===== src/rtl/estagio_decode.sv =====
// MIPS-subset decode stage with ID/EX pipeline register, WB->ID bypass,
// load-use hazard detection and branch-flush squash.
module estagio_decode #(
  parameter int DATA_W     = 32,
  parameter int REG_ADDR_W = 5,
  parameter bit WB_BYPASS  = 1'b1
) (
  input  logic                  clock,
  input  logic                  reset,
  input  logic                  dec_in_valid,
  input  logic [31:0]           dec_in_instr,
  input  logic [DATA_W-1:0]     dec_in_pc4,
  input  logic                  dec_in_flush,
  output logic [REG_ADDR_W-1:0] dec_out_rs,
  output logic [REG_ADDR_W-1:0] dec_out_rt,
  input  logic [DATA_W-1:0]     dec_in_R_rs,
  input  logic [DATA_W-1:0]     dec_in_R_rt,
  input  logic                  wb_enable,
  input  logic [REG_ADDR_W-1:0] wb_dest,
  input  logic [DATA_W-1:0]     wb_data,
  input  logic                  ex_mem_read,
  input  logic [REG_ADDR_W-1:0] ex_dest,
  output logic                  dec_out_stall,
  output logic                  dec_out_valid,
  output logic [DATA_W-1:0]     dec_out_pc4,
  output logic [DATA_W-1:0]     dec_out_rs_val,
  output logic [DATA_W-1:0]     dec_out_rt_val,
  output logic [DATA_W-1:0]     dec_out_imm,
  output logic [REG_ADDR_W-1:0] dec_out_rs_idx,
  output logic [REG_ADDR_W-1:0] dec_out_rt_idx,
  output logic [REG_ADDR_W-1:0] dec_out_dest,
  output logic [2:0]            dec_out_alu_op,
  output logic                  dec_out_alu_src,
  output logic                  dec_out_reg_write,
  output logic                  dec_out_mem_read,
  output logic                  dec_out_mem_write,
  output logic                  dec_out_mem_to_reg,
  output logic                  dec_out_branch,
  output logic                  dec_out_illegal
);

  localparam logic [5:0] OP_RTYPE = 6'h00;
  localparam logic [5:0] OP_ADDI  = 6'h08;
  localparam logic [5:0] OP_LW    = 6'h23;
  localparam logic [5:0] OP_SW    = 6'h2B;
  localparam logic [5:0] OP_BEQ   = 6'h04;

  localparam logic [5:0] FN_ADD = 6'h20;
  localparam logic [5:0] FN_SUB = 6'h22;
  localparam logic [5:0] FN_AND = 6'h24;
  localparam logic [5:0] FN_OR  = 6'h25;
  localparam logic [5:0] FN_SLT = 6'h2A;

  typedef struct packed {
    logic                  valid;
    logic [DATA_W-1:0]     pc4;
    logic [DATA_W-1:0]     rsVal;
    logic [DATA_W-1:0]     rtVal;
    logic [DATA_W-1:0]     imm;
    logic [REG_ADDR_W-1:0] rsIdx;
    logic [REG_ADDR_W-1:0] rtIdx;
    logic [REG_ADDR_W-1:0] dest;
    logic [2:0]            aluOp;
    logic                  aluSrc;
    logic                  regWrite;
    logic                  memRead;
    logic                  memWrite;
    logic                  memToReg;
    logic                  branch;
    logic                  illegal;
  } idEx_t;

  idEx_t idExQ, idExD, decoded;

  logic [5:0]            opcode;
  logic [5:0]            funct;
  logic [REG_ADDR_W-1:0] rsIdx;
  logic [REG_ADDR_W-1:0] rtIdx;
  logic [REG_ADDR_W-1:0] rdIdx;
  logic                  legal;
  logic                  readsRt;
  logic                  writesReg;
  logic                  hazard;

  assign opcode = dec_in_instr[31:26];
  assign funct  = dec_in_instr[5:0];
  assign rsIdx  = dec_in_instr[25:21];
  assign rtIdx  = dec_in_instr[20:16];
  assign rdIdx  = dec_in_instr[15:11];

  assign dec_out_rs = rsIdx;
  assign dec_out_rt = rtIdx;

  // Field decode of the IF/ID instruction; only meaningful when legal=1.
  always_comb begin
    decoded   = '0;
    legal     = 1'b0;
    readsRt   = 1'b0;
    writesReg = 1'b0;
    decoded.valid = 1'b1;
    decoded.pc4   = dec_in_pc4;
    decoded.imm   = {{(DATA_W-16){dec_in_instr[15]}}, dec_in_instr[15:0]};
    decoded.rsIdx = rsIdx;
    decoded.rtIdx = rtIdx;
    decoded.rsVal = (WB_BYPASS && wb_enable && wb_dest != '0 && wb_dest == rsIdx)
                    ? wb_data : dec_in_R_rs;
    decoded.rtVal = (WB_BYPASS && wb_enable && wb_dest != '0 && wb_dest == rtIdx)
                    ? wb_data : dec_in_R_rt;
    case (opcode)
      OP_RTYPE: begin
        readsRt      = 1'b1;
        writesReg    = 1'b1;
        decoded.dest = rdIdx;
        legal        = 1'b1;
        case (funct)
          FN_ADD:  decoded.aluOp = 3'd0;
          FN_SUB:  decoded.aluOp = 3'd1;
          FN_AND:  decoded.aluOp = 3'd2;
          FN_OR:   decoded.aluOp = 3'd3;
          FN_SLT:  decoded.aluOp = 3'd4;
          default: legal = 1'b0;
        endcase
      end
      OP_ADDI: begin
        legal          = 1'b1;
        writesReg      = 1'b1;
        decoded.dest   = rtIdx;
        decoded.aluSrc = 1'b1;
      end
      OP_LW: begin
        legal            = 1'b1;
        writesReg        = 1'b1;
        decoded.dest     = rtIdx;
        decoded.aluSrc   = 1'b1;
        decoded.memRead  = 1'b1;
        decoded.memToReg = 1'b1;
      end
      OP_SW: begin
        legal            = 1'b1;
        readsRt          = 1'b1;
        decoded.aluSrc   = 1'b1;
        decoded.memWrite = 1'b1;
      end
      OP_BEQ: begin
        legal          = 1'b1;
        readsRt        = 1'b1;
        decoded.aluOp  = 3'd1;
        decoded.branch = 1'b1;
      end
      default: legal = 1'b0;
    endcase
    // Writes to $0 are architecturally discarded, so never request them.
    decoded.regWrite = writesReg && (decoded.dest != '0);
  end

  assign hazard = ex_mem_read && idExQ.valid && (ex_dest != '0) &&
                  ((ex_dest == rsIdx) || ((ex_dest == rtIdx) && readsRt));

  // A taken branch squashes the instruction, so it must not also hold fetch.
  assign dec_out_stall = dec_in_valid && !dec_in_flush && hazard;

  always_comb begin
    idExD = '0;
    if (!dec_in_flush && !dec_out_stall && dec_in_valid) begin
      if (legal) begin
        idExD = decoded;
      end else begin
        idExD.illegal = 1'b1;
      end
    end
  end

  always_ff @(posedge clock) begin
    if (reset) begin
      idExQ <= '0;
    end else begin
      idExQ <= idExD;
    end
  end

  assign dec_out_valid      = idExQ.valid;
  assign dec_out_pc4        = idExQ.pc4;
  assign dec_out_rs_val     = idExQ.rsVal;
  assign dec_out_rt_val     = idExQ.rtVal;
  assign dec_out_imm        = idExQ.imm;
  assign dec_out_rs_idx     = idExQ.rsIdx;
  assign dec_out_rt_idx     = idExQ.rtIdx;
  assign dec_out_dest       = idExQ.dest;
  assign dec_out_alu_op     = idExQ.aluOp;
  assign dec_out_alu_src    = idExQ.aluSrc;
  assign dec_out_reg_write  = idExQ.regWrite;
  assign dec_out_mem_read   = idExQ.memRead;
  assign dec_out_mem_write  = idExQ.memWrite;
  assign dec_out_mem_to_reg = idExQ.memToReg;
  assign dec_out_branch     = idExQ.branch;
  assign dec_out_illegal    = idExQ.illegal;

endmodule


===== config.mk =====
export PLATFORM = sky130hd
export DESIGN_NAME = estagio_decode
export DESIGN_NICKNAME = d
export VERILOG_FILES = /design/src/rtl/estagio_decode.sv
export SDC_FILE = /design/constraint.sdc
export NUM_CORES = 1
export LEC_CHECK = 0
export CAP_MARGIN = 20
export CORE_MARGIN = 2
export CORE_UTILIZATION = 36
export DETAILED_ROUTE_END_ITERATION = 8
export HOLD_SLACK_MARGIN = 0.06
export PLACE_DENSITY = 0.88
export SETUP_SLACK_MARGIN = 0.05
export SYNTH_ARGS = -nofsm -noshare
export SYNTH_HDL_FRONTEND = slang
export SYNTH_SLANG_ARGS = --single-unit

===== constraint.sdc =====
create_clock -name clock -period 2.5 [get_ports clock]
set_input_delay 0.5 -clock clock [delete_from_list [all_inputs] [get_ports clock]]
set_output_delay 0.5 -clock clock [all_outputs]
set_load 0.02 [all_outputs]

==> load_flow_metrics.sql <==
INSERT INTO impl_metrics (metric_group, metric, value, unit) VALUES
('status', 'status', 'complete, no violations', ''),
('yosys', 'asyncSetResetFlopFracSynth', '0', '%'),
('sta', 'shortest_period_the_worst_path_allows', '2.41', 'ns'),
('placed_design', 'dp_hpwl', '18.8', 'mm'),
('final_layout', 'most_common_cell_after_layout_fill_and_taps_aside', 'sky130_fd_sc_hd__clkdlybuf4s50_1', ''),
('sta', 'maxSlewHeadroom', '65.6', '%'),
('global_route', 'via_count_of_the_first_global_routing_pass', '6796', ''),
('worst_setup_path', 'critical-path-slowest-cell', 'sky130_fd_sc_hd__or4_4', ''),
('floorplan', 'io_pins', '341', ''),
('final_layout', 'final_layout_size_suffix_gt1_share', '24.3', '%'),
('yosys', 'yosys.cell_types.count', '49', ''),
('cts', 'tritoncts_num_sinks', '137', ''),
('route', 'drt_pre_antenna_iters', '5', ''),
('route', 'vias_per_cell', '5.69', ''),
('sta', 'tightestPinTransition', '0.503', 'ns'),
('cts', 'clockRootBuffer', 'sky130_fd_sc_hd__clkbuf_16', ''),
('sta', 'post-route-period-util', '96.3', '%'),
('global_route', 'grt_pass1_wl', '38.9', 'mm'),
('yosys', 'syn_area_per_cell', '10.9', 'µm²'),
('cts', 'total_clock_buffers_created_by_cts', '17', ''),
('worst_setup_path', 'worst-setup-path-type', 'in2out', ''),
('sta', 'final-max-slew-violation-count', '0', ''),
('floorplan', 'fp.dieW', '139', 'µm'),
('final_layout', 'layout.filler_cells', '1371', ''),
('power_and_ir_drop', 'leakage', '3.60', 'nW'),
('worst_setup_path', 'critical_path_maximum_fanout', '3', ''),
('yosys', 'syn_area', '6560', 'µm²'),
('floorplan', 'die_area', '19300', 'µm²'),
('floorplan', 'die_h', '139', 'µm'),
('global_route', 'overflow', '0', ''),
('floorplan', 'floorplan.rows', '49', ''),
('floorplan', 'placeableCoreArea', '17900', 'µm²'),
('sta', 'peak_clock_frequency_supported_by_timing', '415', 'MHz'),
('route', 'wl', '25.7', 'mm'),
('power_and_ir_drop', 'cellPowerDensity', '507', 'nW/µm²'),
('sta', 'rsz_0062_raised_after_global_routing', 'yes', ''),
('worst_setup_path', 'crit_chain', 'dlygate4sd2_1 > or4_4 > o211ai_4 > nor4_4 > o21ba_4 > buf_6', ''),
('worst_setup_path', 'cp-start-kind', 'input port', ''),
('global_route', 'grt_antenna_before_repair', '1', ''),
('cts', 'tritoncts_clock_tree', 'built', ''),
('cts', 'clk_pin_slew', '0.06', 'ns'),
('worst_setup_path', 'largest_stage_delay_on_the_critical_path', '0.49', 'ns'),
('cts', 'cts_htree_levels', '4', ''),
('cts', 'cts_max_path_buffers', '2', ''),
('final_layout', 'design.final.nets', '1114', ''),
('sta', 'final-hold-violation-count', '0', ''),
('sta', 'whs', '0.627', 'ns'),
('route', 'route.detailed.drc', '0', ''),
('power_and_ir_drop', 'power.total', '0.00572', 'W'),
('worst_setup_path', 'crit_end_category', 'output pin', ''),
('yosys', 'synth_nets', '777', ''),
('yosys', 'synth.yosys.warnings', '0', ''),
('hold_path', 'worst_hold_path_type', 'in2reg', ''),
('route', 'detail_route.wl_per_cell', '21.8', 'µm'),
('placed_design', 'place_congestion', '0.900', ''),
('yosys', 'sequential_share_of_the_synthesized_area', '41.8', '%'),
('global_route', 'grt_start_max_net_pins', '84', ''),
('global_route', 'global_route.usage.total', '25.6', '%'),
('worst_setup_path', 'path_delay_family', 'simple AND/OR/NAND/NOR gates', ''),
('route', 'final_antenna_net_count', '0', ''),
('final_layout', 'most-common-layout-cells', '324 x sky130_fd_sc_hd__clkdlybuf4s50_1, 137 x sky130_fd_sc_hd__dfxtp_1, 71 x sky130_fd_sc_hd__buf_4, 65 x sky130_fd_sc_hd__nand4_1, 64 x sky130_fd_sc_hd__o31ai_1', ''),
('placed_design', 'numPortBuffers', '340', ''),
('flow_run', 'max_cap_viol_count', '0', ''),
('sta', 'final-setup-viol-count', '0', ''),
('yosys', 'synthesis.instances', '601', ''),
('floorplan', 'initial_utilization', '36.7', '%'),
('worst_setup_path', 'worstPathBufferInverterCount', '2', ''),
('worst_setup_path', 'timing.critical_path.required', '2.00', 'ns'),
('yosys', 'synth_edf_count', '0', ''),
('route', 'drt_first_iter_violations', '379', ''),
('final_layout', 'syn_to_final_growth', '71.6', '%'),
('cts', 'worst_skew_pair.late_latency', '0.41', 'ns'),
('yosys', 'synth_flop_cell', 'sky130_fd_sc_hd__dfxtp_1', ''),
('route', 'vias', '6713', ''),
('worst_setup_path', 'critPathArrivalTime', '1.91', 'ns'),
('yosys', 'synth.ff_latch_count', '137', ''),
('sta', 'totalNegativeSetupSlack', '0', 'ns'),
('power_and_ir_drop', 'highest_ir_drop_seen_on_vdd', '0.452', 'mV'),
('sta', 'finalClockSkew', '0.00913', 'ns');
worst min-delay path, cell delays in order:
cell,delay (ns)
sky130_fd_sc_hd__buf_2,0.09
sky130_fd_sc_hd__buf_4,0.11
sky130_fd_sc_hd__or4b_2,0.12
sky130_fd_sc_hd__nand2_1,0.05
sky130_fd_sc_hd__nand2_1,0.07
sky130_fd_sc_hd__nor4_2,0.04
worst paths after layout:
kind	depth (start not counted)	from	end	slack, ns
max	6	ex_dest[2]	dec_out_stall	0.09
min	6	dec_in_instr[31]	dec_out_alu_src	0.63
max reg2reg	6	dec_out_valid	dec_out_rs_val[0]	0.53
min reg2reg	5	dec_out_valid	dec_out_rt_val[23]	1.25
through the flow:
| step | instance area (µm²) | std cells | utilization [%] | setup WS, ns |
|---|---|---|---|---|
| after floorplan | 6590 | 601 | - | -0.0389 |
| after global placement | 10700 | 1146 | 59.5 | -0.603 |
| after detailed placement | 10700 | 1146 | 59.5 | -0.656 |
| after CTS | 11300 | 1179 | 62.8 | 0.0583 |
| after global routing | 11300 | 1180 | 62.9 | 0.0347 |
| final | 11300 | 1180 | 62.9 | 0.0918 |
final cells by class:
cell class / instances / area, µm² / share of cell area [%]
Sequential cell: 137 / 2740 / 24.3
Clock inverter: 12 / 151 / 1.34
Multi-Input combinational cell: 347 / 3280 / 29.1
Antenna cell: 1 / 2.50 / 0.0222
Inverter: 2 / 7.51 / 0.0666
Clock buffer: 19 / 433 / 3.84
Timing Repair Buffer: 433 / 4360 / 38.7
Tap cell: 229 / 287 / 2.54
cells in the mapped netlist (5+ instances only):
master,n,share of area [%]
sky130_fd_sc_hd__nand3_1,5,0.38
sky130_fd_sc_hd__buf_2,17,1.3
sky130_fd_sc_hd__nand2_1,8,0.46
sky130_fd_sc_hd__nor4_2,11,2.1
sky130_fd_sc_hd__buf_4,34,3.9
sky130_fd_sc_hd__nand4_1,65,6.2
sky130_fd_sc_hd__nor4b_1,20,2.7
sky130_fd_sc_hd__dfxtp_1,137,42
sky130_fd_sc_hd__xnor2_1,19,2.5
sky130_fd_sc_hd__nor4b_2,37,8.5
sky130_fd_sc_hd__a22oi_1,5,0.57
sky130_fd_sc_hd__a2111oi_2,40,9.1
sky130_fd_sc_hd__clkbuf_1,54,3.1
sky130_fd_sc_hd__a2111oi_0,24,3.2
sky130_fd_sc_hd__o31ai_1,64,7.3
repair_timing:
item | in CTS | in global routing
endpoints found under the setup margin | 9 | 2
pin swaps | 10 | 5
hold buffers | 0 | 0
resized for setup | 35 | 3
setup buffers | 2 | 0
report_power, final:
| group | switching [W] | leakage (nW) | internal [W] |
|---|---|---|---|
| registers | 0.00000272 | 1.10 | 0.00219 |
| logic | 0.000467 | 2.21 | 0.000502 |
| clock network | 0.000989 | 0.283 | 0.00156 |
| total | 0.00146 | 3.60 | 0.00426 |
metal layers:
layer | vias up | share of wire [%] | GRT usage (%)
met5 | - | 0 | 0
li1 | 3067 | - | -
met1 | 3228 | 38 | 29.6
met2 | 360 | 49 | 43.1
met3 | 58 | 8.3 | 7.56
met4 | 0 | 3.9 | 12.7
cells by family after synthesis:
family,synth area share (%)
xor+xnor,2.80
compound gates,21.8
simple gates,23.7
mux,0.477
flops,41.8
buf+inv,9.38
No activity file was read; power rests on OpenSTA's default activity.
